[config.mk]
export PLATFORM = sky130hd
export DESIGN_NAME = free_list_ckpt
export DESIGN_NICKNAME = d
export VERILOG_FILES = /design/src/rtl/free_list_ckpt.sv
export SDC_FILE = /design/constraint.sdc
export NUM_CORES = 1
export LEC_CHECK = 0
export ABC_CLOCK_PERIOD_IN_PS = 2850
export CAP_MARGIN = 10
export CORE_MARGIN = 8
export CORE_UTILIZATION = 55
export CTS_CLUSTER_DIAMETER = 150
export DETAILED_ROUTE_END_ITERATION = 8
export PLACE_DENSITY_LB_ADDON = 0.05
export SLEW_MARGIN = 20
export SYNTH_ARGS = -nofsm -noshare
export SYNTH_HDL_FRONTEND = slang
export SYNTH_SLANG_ARGS = --single-unit
[constraint.sdc]
create_clock -name clk -period 2.85 [get_ports clk]
set_input_delay 0.4275 -clock clk [delete_from_list [all_inputs] [get_ports clk]]
set_output_delay 0.4275 -clock clk [all_outputs]
set_load 0.01 [all_outputs]
[src/rtl/free_list_ckpt.sv]
// Superscalar physical-register free list: circular queue of free tags with
// per-branch head checkpoints for mispredict rollback and full-flush recovery.
module free_list_ckpt #(
  parameter  int SS       = 2,
  parameter  int NUM_PHYS = 64,
  parameter  int WIDTH    = $clog2(NUM_PHYS),
  parameter  int NUM_ARCH = 32,
  parameter  int NUM_CKPT = 4,
  localparam int D        = NUM_PHYS - NUM_ARCH,
  localparam int DB       = $clog2(D),
  localparam int CB       = $clog2(NUM_CKPT),
  localparam int CW       = $clog2(SS) + 1
) (
  input  logic             clk,
  input  logic             rst,
  input  logic [CW-1:0]    pop_cnt,
  output logic             pop_ok,
  output logic [WIDTH-1:0] alloc_reg [SS],
  input  logic [CW-1:0]    push_cnt,
  input  logic [WIDTH-1:0] push_reg [SS],
  input  logic             ckpt_save,
  input  logic [CB-1:0]    ckpt_id,
  input  logic             restore,
  input  logic [CB-1:0]    restore_id,
  input  logic             flush,
  output logic [DB:0]      num_free
);

  logic [WIDTH-1:0] queue_mem [D];
  logic [DB:0]      ckpt_head [NUM_CKPT];
  logic [DB:0]      head_reg;
  logic [DB:0]      tail_reg;
  logic [DB:0]      num_free_reg;

  logic [DB:0]      pop_ext;
  logic [DB:0]      push_ext;
  logic [DB:0]      grant;
  logic [DB:0]      head_next;
  logic [DB:0]      tail_next;
  logic [DB-1:0]    rd_idx [SS];
  logic [DB-1:0]    wr_idx [SS];
  logic [SS-1:0]    wr_en;

  assign pop_ext   = {{(DB+1-CW){1'b0}}, pop_cnt};
  assign push_ext  = {{(DB+1-CW){1'b0}}, push_cnt};
  assign pop_ok    = (pop_ext <= num_free_reg);
  // No partial grants: a request that does not fit consumes nothing.
  assign grant     = pop_ok ? pop_ext : '0;
  assign head_next = head_reg + grant;
  assign tail_next = tail_reg + push_ext;
  assign num_free  = num_free_reg;

  genvar gi;
  generate
    for (gi = 0; gi < SS; gi++) begin : g_lane
      // Index arithmetic is DB bits wide so it wraps modulo D by itself.
      assign rd_idx[gi]    = head_reg[DB-1:0] + DB'(gi);
      assign wr_idx[gi]    = tail_reg[DB-1:0] + DB'(gi);
      assign wr_en[gi]     = (push_ext > (DB+1)'(gi));
      assign alloc_reg[gi] = queue_mem[rd_idx[gi]];
    end
  endgenerate

  always_ff @(posedge clk) begin
    if (rst) begin
      head_reg     <= '0;
      tail_reg     <= {1'b1, {DB{1'b0}}};
      num_free_reg <= (DB+1)'(D);
      for (int i = 0; i < NUM_CKPT; i++) begin
        ckpt_head[i] <= '0;
      end
      for (int i = 0; i < D; i++) begin
        queue_mem[i] <= WIDTH'(NUM_ARCH + i);
      end
    end else begin
      // Released tags belong to committed instructions, so pushes always land.
      for (int i = 0; i < SS; i++) begin
        if (wr_en[i]) begin
          queue_mem[wr_idx[i]] <= push_reg[i];
        end
      end
      tail_reg <= tail_next;
      if (flush) begin
        head_reg     <= {~tail_next[DB], tail_next[DB-1:0]};
        num_free_reg <= (DB+1)'(D);
      end else if (restore) begin
        head_reg     <= ckpt_head[restore_id];
        num_free_reg <= tail_next - ckpt_head[restore_id];
      end else begin
        head_reg     <= head_next;
        num_free_reg <= num_free_reg + push_ext - grant;
        // Snapshot after this cycle's grant so the branch's own tags survive.
        if (ckpt_save) begin
          ckpt_head[ckpt_id] <= head_next;
        end
      end
    end
  end

endmodule

Word level (Yosys, flattened, before mapping)
Memories as Yosys holds them, arrays and structs flattened. A register that Yosys moved wholly into a read port is not among the register bits.
Index checks and enable logic that the tools add are counted.
{"block": "word_totals", "regBits": 18, "latch_bits": 0, "ram_bits": 216, "rom_bits": 0, "inputBits": 25, "output_inout_bits": 19, "word_cells": 47, "memories": 2}
{"memory": "queue_mem", "words": 32, "word_bits": 6, "read_ports": 2, "rd_ports_with_merged_regs": 1, "write_ports": 32, "line": "29", "text": "logic [WIDTH-1:0] queue_mem [D];"}
{"memory": "ckpt_head", "words": 4, "word_bits": 6, "read_ports": 1, "rd_ports_with_merged_regs": 0, "write_ports": 4, "line": "30", "text": "logic [DB:0] ckpt_head [NUM_CKPT];"}
{"block": "classes", "n_addsub": 7, "n_mul": 0, "div": 0, "magnitude_cmp": 3, "eq_ne": 0, "n_shift": 0, "n_mux": 27, "bitwise": 1, "n_reduce_logical": 4}
{"cell": "2-to-1 mux 6 bit", "count": 6}
{"cell": "adder 6 x 2 -> 6 bit", "count": 3}
{"cell": "OR reduction 6 bit", "count": 3}
{"cell": "2-to-1 mux 1 bit", "count": 16}
{"cell": "2-to-1 mux 5 bit", "count": 3}
{"cell": "adder 5 x 1 -> 5 bit, second input constant", "count": 2}
{"cell": "<= comparator 2 x 6 -> 1 bit", "count": 1}
{"cell": "subtractor 6 x 2 -> 6 bit", "count": 1}
{"cell": "subtractor 6 bit", "count": 1}
{"cell": "> comparator 2 x 1 -> 1 bit, second input constant", "count": 2}
{"cell": "2-to-1 mux 2 bit", "count": 2}
{"cell": "OR reduction 2 bit", "count": 1}
{"cell": "inverter 1 bit", "count": 1}

Longest topological paths before layout
{"block": "logic_depth", "depth_word": 7, "ltp_mapped": 15, "ltp_nobuf": 15}

Worst setup path before layout
OpenSTA, ideal clock, no wires.
{"block": "synth_timing", "path_kind": "register to register", "from": "register num_free_reg[1], in the netlist num_free[1]", "to": "register num_free_reg[5], in the netlist num_free[5]", "arrival_ps": 3030, "required_time_ps": 2730, "setup_slack_ps": -300, "path_stages_with_launch": 15, "path_buffers": 0, "period_less_slack_ps": 3150, "path_cell_list": "dfxtp_1 > inv_1 > ha_1 > nor2b_1 > o2111ai_1 > and2_1 > fa_1 > inv_1 > ha_1 > a21o_1 > a21oi_1 > o21ai_0 > xor2_1 > nor2_1 > a211o_1"}
{"block": "synth_via", "elab_chain_cells": 4}
{"element": "start: declaration", "line": "33", "text": "logic [DB:0] num_free_reg;"}
{"element": "start signal: assignment", "line": "68", "text": "num_free_reg <= (DB+1)'(D);"}
{"element": "start signal: assignment", "line": "85", "text": "num_free_reg <= (DB+1)'(D);"}
{"element": "start signal: assignment", "line": "88", "text": "num_free_reg <= tail_next - ckpt_head[restore_id];"}
{"element": "<= comparator 2 x 6 -> 1 bit", "line": "46", "text": "assign pop_ok = (pop_ext <= num_free_reg);"}
{"element": "net pop_ok", "line": "17", "text": "output logic pop_ok,"}
{"element": "2-to-1 mux 2 bit", "line": "48", "text": "assign grant = pop_ok ? pop_ext : '0;"}
{"element": "subtractor 6 x 2 -> 6 bit", "line": "91", "text": "num_free_reg <= num_free_reg + push_ext - grant;"}
{"element": "2-to-1 mux 6 bit", "line": "86", "text": "end else if (restore) begin"}
The timed path passes the listed nets, and every way through them passes these cells.
A chain may end at the register's enable or synchronous reset.

==> results.ini <==
[setup_path]
crit_type = reg2out
end_kind = output port
setup.worst_path.start = head_reg[1]$_SDFF_PP0_
cp_max_fo = 19
r2r_cells = 14
r2r-start = num_free[1]$_SDFF_PP0_
r2r_slack_ns = -0.01
reg2reg_to = num_free[5]$_SDFF_PP1_
required_ns = 2.42
crit_path_end = alloc_reg[5]
critPathMostFrequentCell = mux4_2
cp-start-kind = register
cp_slowest_cell = mux4_2
path_cells = ha_4 > buf_12 > mux4_2 > mux4_2 > mux2_4 > buf_6
crit_arrival_ns = 2.84
cpPeakStageDelay_ns = 0.53

[route]
post_drt_wl_per_cell_um = 29.7
vias = 11300
first_pass_iters = 7
wl_um = 48200
first_iter_violations = 1721
antenna_left = 0
viasPerCell = 6.97
drcViolationCount = 0

[timing]
final-hold-violation-count = 0
rsz0062_at_grt = yes
fin_ws_ns = -0.418
setup_violations = 13
worst_slew_pin_slew_ns = 0.794
fin_crit_ns = 3.27
clock_skew_ns = 0.00950
max_slew_margin_pct = 47.0
period_share_pct = 115
whs_ns = 0.595
slew_violations = 0
timing.fmax_ghz = 0.306

[power_and_ir_drop]
clockPowerShare_pct = 33.6
seqPwrFrac_pct = 39.7
intPower_mw = 7.16
pwr_density_cell_nw_per_um2 = 573
p_sw_share_pct = 28.1
p_leak_nw = 5.74
ir_drop_v = 0.000559
switchingPower_mw = 2.79
combPwrFrac_pct = 26.7
total_power_mw = 9.96

[cells_and_area]
diodes = 0
layout.nets = 1327
seqCellArea_sq_um = 6860
top_register = queue_mem
synthToLayoutAreaGrowth_pct = 25.5
multi_input_area_sq_um = 6650
top_regs = queue_mem x192, ckpt_head x24
final_layout_size_suffix_gt1_share_pct = 31.9
nFillCells = 1806
largest_reg_flops = 192
layout.cells.non_filler = 1626
finish.utilization_pct = 69.6

[synth]
synthTopCellsByArea = edfxtp_1 47%, mux4_2 20%, nor2_1 3.8%
avgSynthCellArea_sq_um = 12.8
synth_edf_count = 216
synthCells = 1080
yosysSeqAreaShare_pct = 49.4
synth_top_area_cell = edfxtp_1
synth_top_family_by_area = multiplexers
synth_area_sq_um = 13800
synth_cell_type_count = 45
synth_seq_cells = 234
synth_top_area_share_pct = 46.8
synth_flop_cell = edfxtp_1
synth_common_cells = 216 x edfxtp_1, 140 x nor2_1, 121 x mux4_2
synth_xor_area_share_pct = 1.39
syn_nets = 1130
synth-simple-area-share_pct = 10.1
synthMuxAreaShare_pct = 22.0
synth_compound_area_share_pct = 11.2
synthAdderAreaFrac_pct = 2.53
ys_warn_count = 0
synth.most_common_cell = edfxtp_1
synthArstFlopShare_pct = 0

[floorplanning]
dieArea_sq_um = 30500
std_cell_rows = 58
die_y_um = 175
start_util_pct = 55.5
pin_count = 44
die_w_um = 175
core_area_sq_um = 25000

[clock_network]
max-clock-path-buffers = 3
insertion_delay_ns = 0.55
cts_num_sinks = 234
cts-root-buf = clkbuf_16
numCtsBuffers = 27
cts.htree.levels = 1
cts_tree = done
clkTransAtPathRegs_ns = 0.06

[worst_hold_path]
min_from = rst
hp-class = in2reg

[placed_design]
place_inst = 1549
io_buffers = 43
gp_congestion = 0.946
pre_cts_slack_ns = -0.596
dp_hpwl_um = 34800

[global_route]
gr-total-overflow = 0
grt_pass1_wl_um = 71400
grt_pass1_vias = 11100
grt_usage_pct = 31.4
grt_antenna_before_repair = 2
grt_max_degree = 33

[flow_run]
drv_cap = 0

[status]
status = finished, violations left
violations = negative setup slack

[critical path, delay by kind of cell (launching register included)]
kind | cells | cell delay (ns)
multiplexers | 3 | 1.23
flip-flops | 1 | 0.37
adder cells (fa/ha/maj) | 1 | 0.37
buffers and inverters | 2 | 0.31
[cell type report]
type | instances | area share [%]
multi-input combinational | 734 | 38.2
inverter | 32 | 0.691
tap | 330 | 2.37
sequential | 234 | 39.4
clock buffer | 36 | 4.37
clock inverter | 12 | 0.518
timing repair buffer | 248 | 14.4
[power groups by stage]
stage / logic [mW] / registers (mW) / clock network (mW)
after floorplan: 1.36 / 3.99 / 0
after global placement: 2.31 / 4.01 / 0
after detailed placement: 2.32 / 4.02 / 0
after CTS: 2.60 / 3.95 / 3.35
after global routing: 2.78 / 3.97 / 3.46
final: 2.66 / 3.96 / 3.34
[metal layers]
layer,global-route usage (%),routed length [um]
met5,0,27
met4,14.0,2430
met3,7.25,6190
met2,49.9,22400
met1,40.6,17200
[layout by cell type (no fill, tap or decap), types with 11 or more instances in the layout]
| cell | count |
|---|---|
| edfxtp_1 | 216 |
| buf_4 | 168 |
| nor2_1 | 140 |
| mux4_2 | 122 |
| nand2_1 | 87 |
| o22ai_1 | 68 |
| a22oi_1 | 54 |
| a21oi_1 | 36 |
| o22a_1 | 31 |
| clkdlybuf4s50_1 | 29 |
| clkbuf_16 | 27 |
| inv_1 | 25 |
| or3_1 | 25 |
| buf_12 | 19 |
| ha_1 | 18 |
| buf_6 | 17 |
| dfxtp_1 | 15 |
| nand2b_1 | 14 |
| o21ai_0 | 13 |
| xor2_1 | 12 |
| nand3_1 | 11 |
[per-stage QoR]
stage | TNS [ns] | cell area [sq um]
after floorplan | -0.0191 | 13900
after global placement | -9.08 | 15900
after detailed placement | -9.77 | 15900
after CTS | -4.56 | 17300
after global routing | -5.38 | 17400
final | -4.57 | 17400
[cells by family after synthesis]
logic type,after synthesis
mux,143
fa+ha+maj,25
flops,234
compound gates,228
xor+xnor,22
simple gates,316
buf+inv,112
[worst min-delay path by stage]
| stage | to | cells after the start | slack [ns] |
|---|---|---|---|
| 2_1_floorplan | tail_reg[5]$_SDFF_PP1_ | 2 | 0.49 |
| 3_3_place_gp | tail_reg[0]$_SDFF_PP0_ | 3 | 0.59 |
| 3_5_place_dp | tail_reg[0]$_SDFF_PP0_ | 3 | 0.61 |
| 4_1_cts | head_reg[1]$_SDFF_PP0_ | 3 | 0.57 |
| 5_1_grt | head_reg[4]$_SDFF_PP0_ | 3 | 0.60 |
| 6_report | head_reg[1]$_SDFF_PP0_ | 3 | 0.60 |
[what timing repair did]
| action | 4_1_cts | 5_1_grt |
|---|---|---|
| setup buffers | 18 | 2 |
| endpoints found under the hold margin | 0 | 0 |
| hold buffers | 0 | 0 |
| endpoints found under the setup margin | 13 | 19 |
| gates cloned | 9 | 0 |
| pin swaps | 1 | 7 |
| resized for setup | 89 | 6 |
No activity file was read; power rests on OpenSTA's default activity.
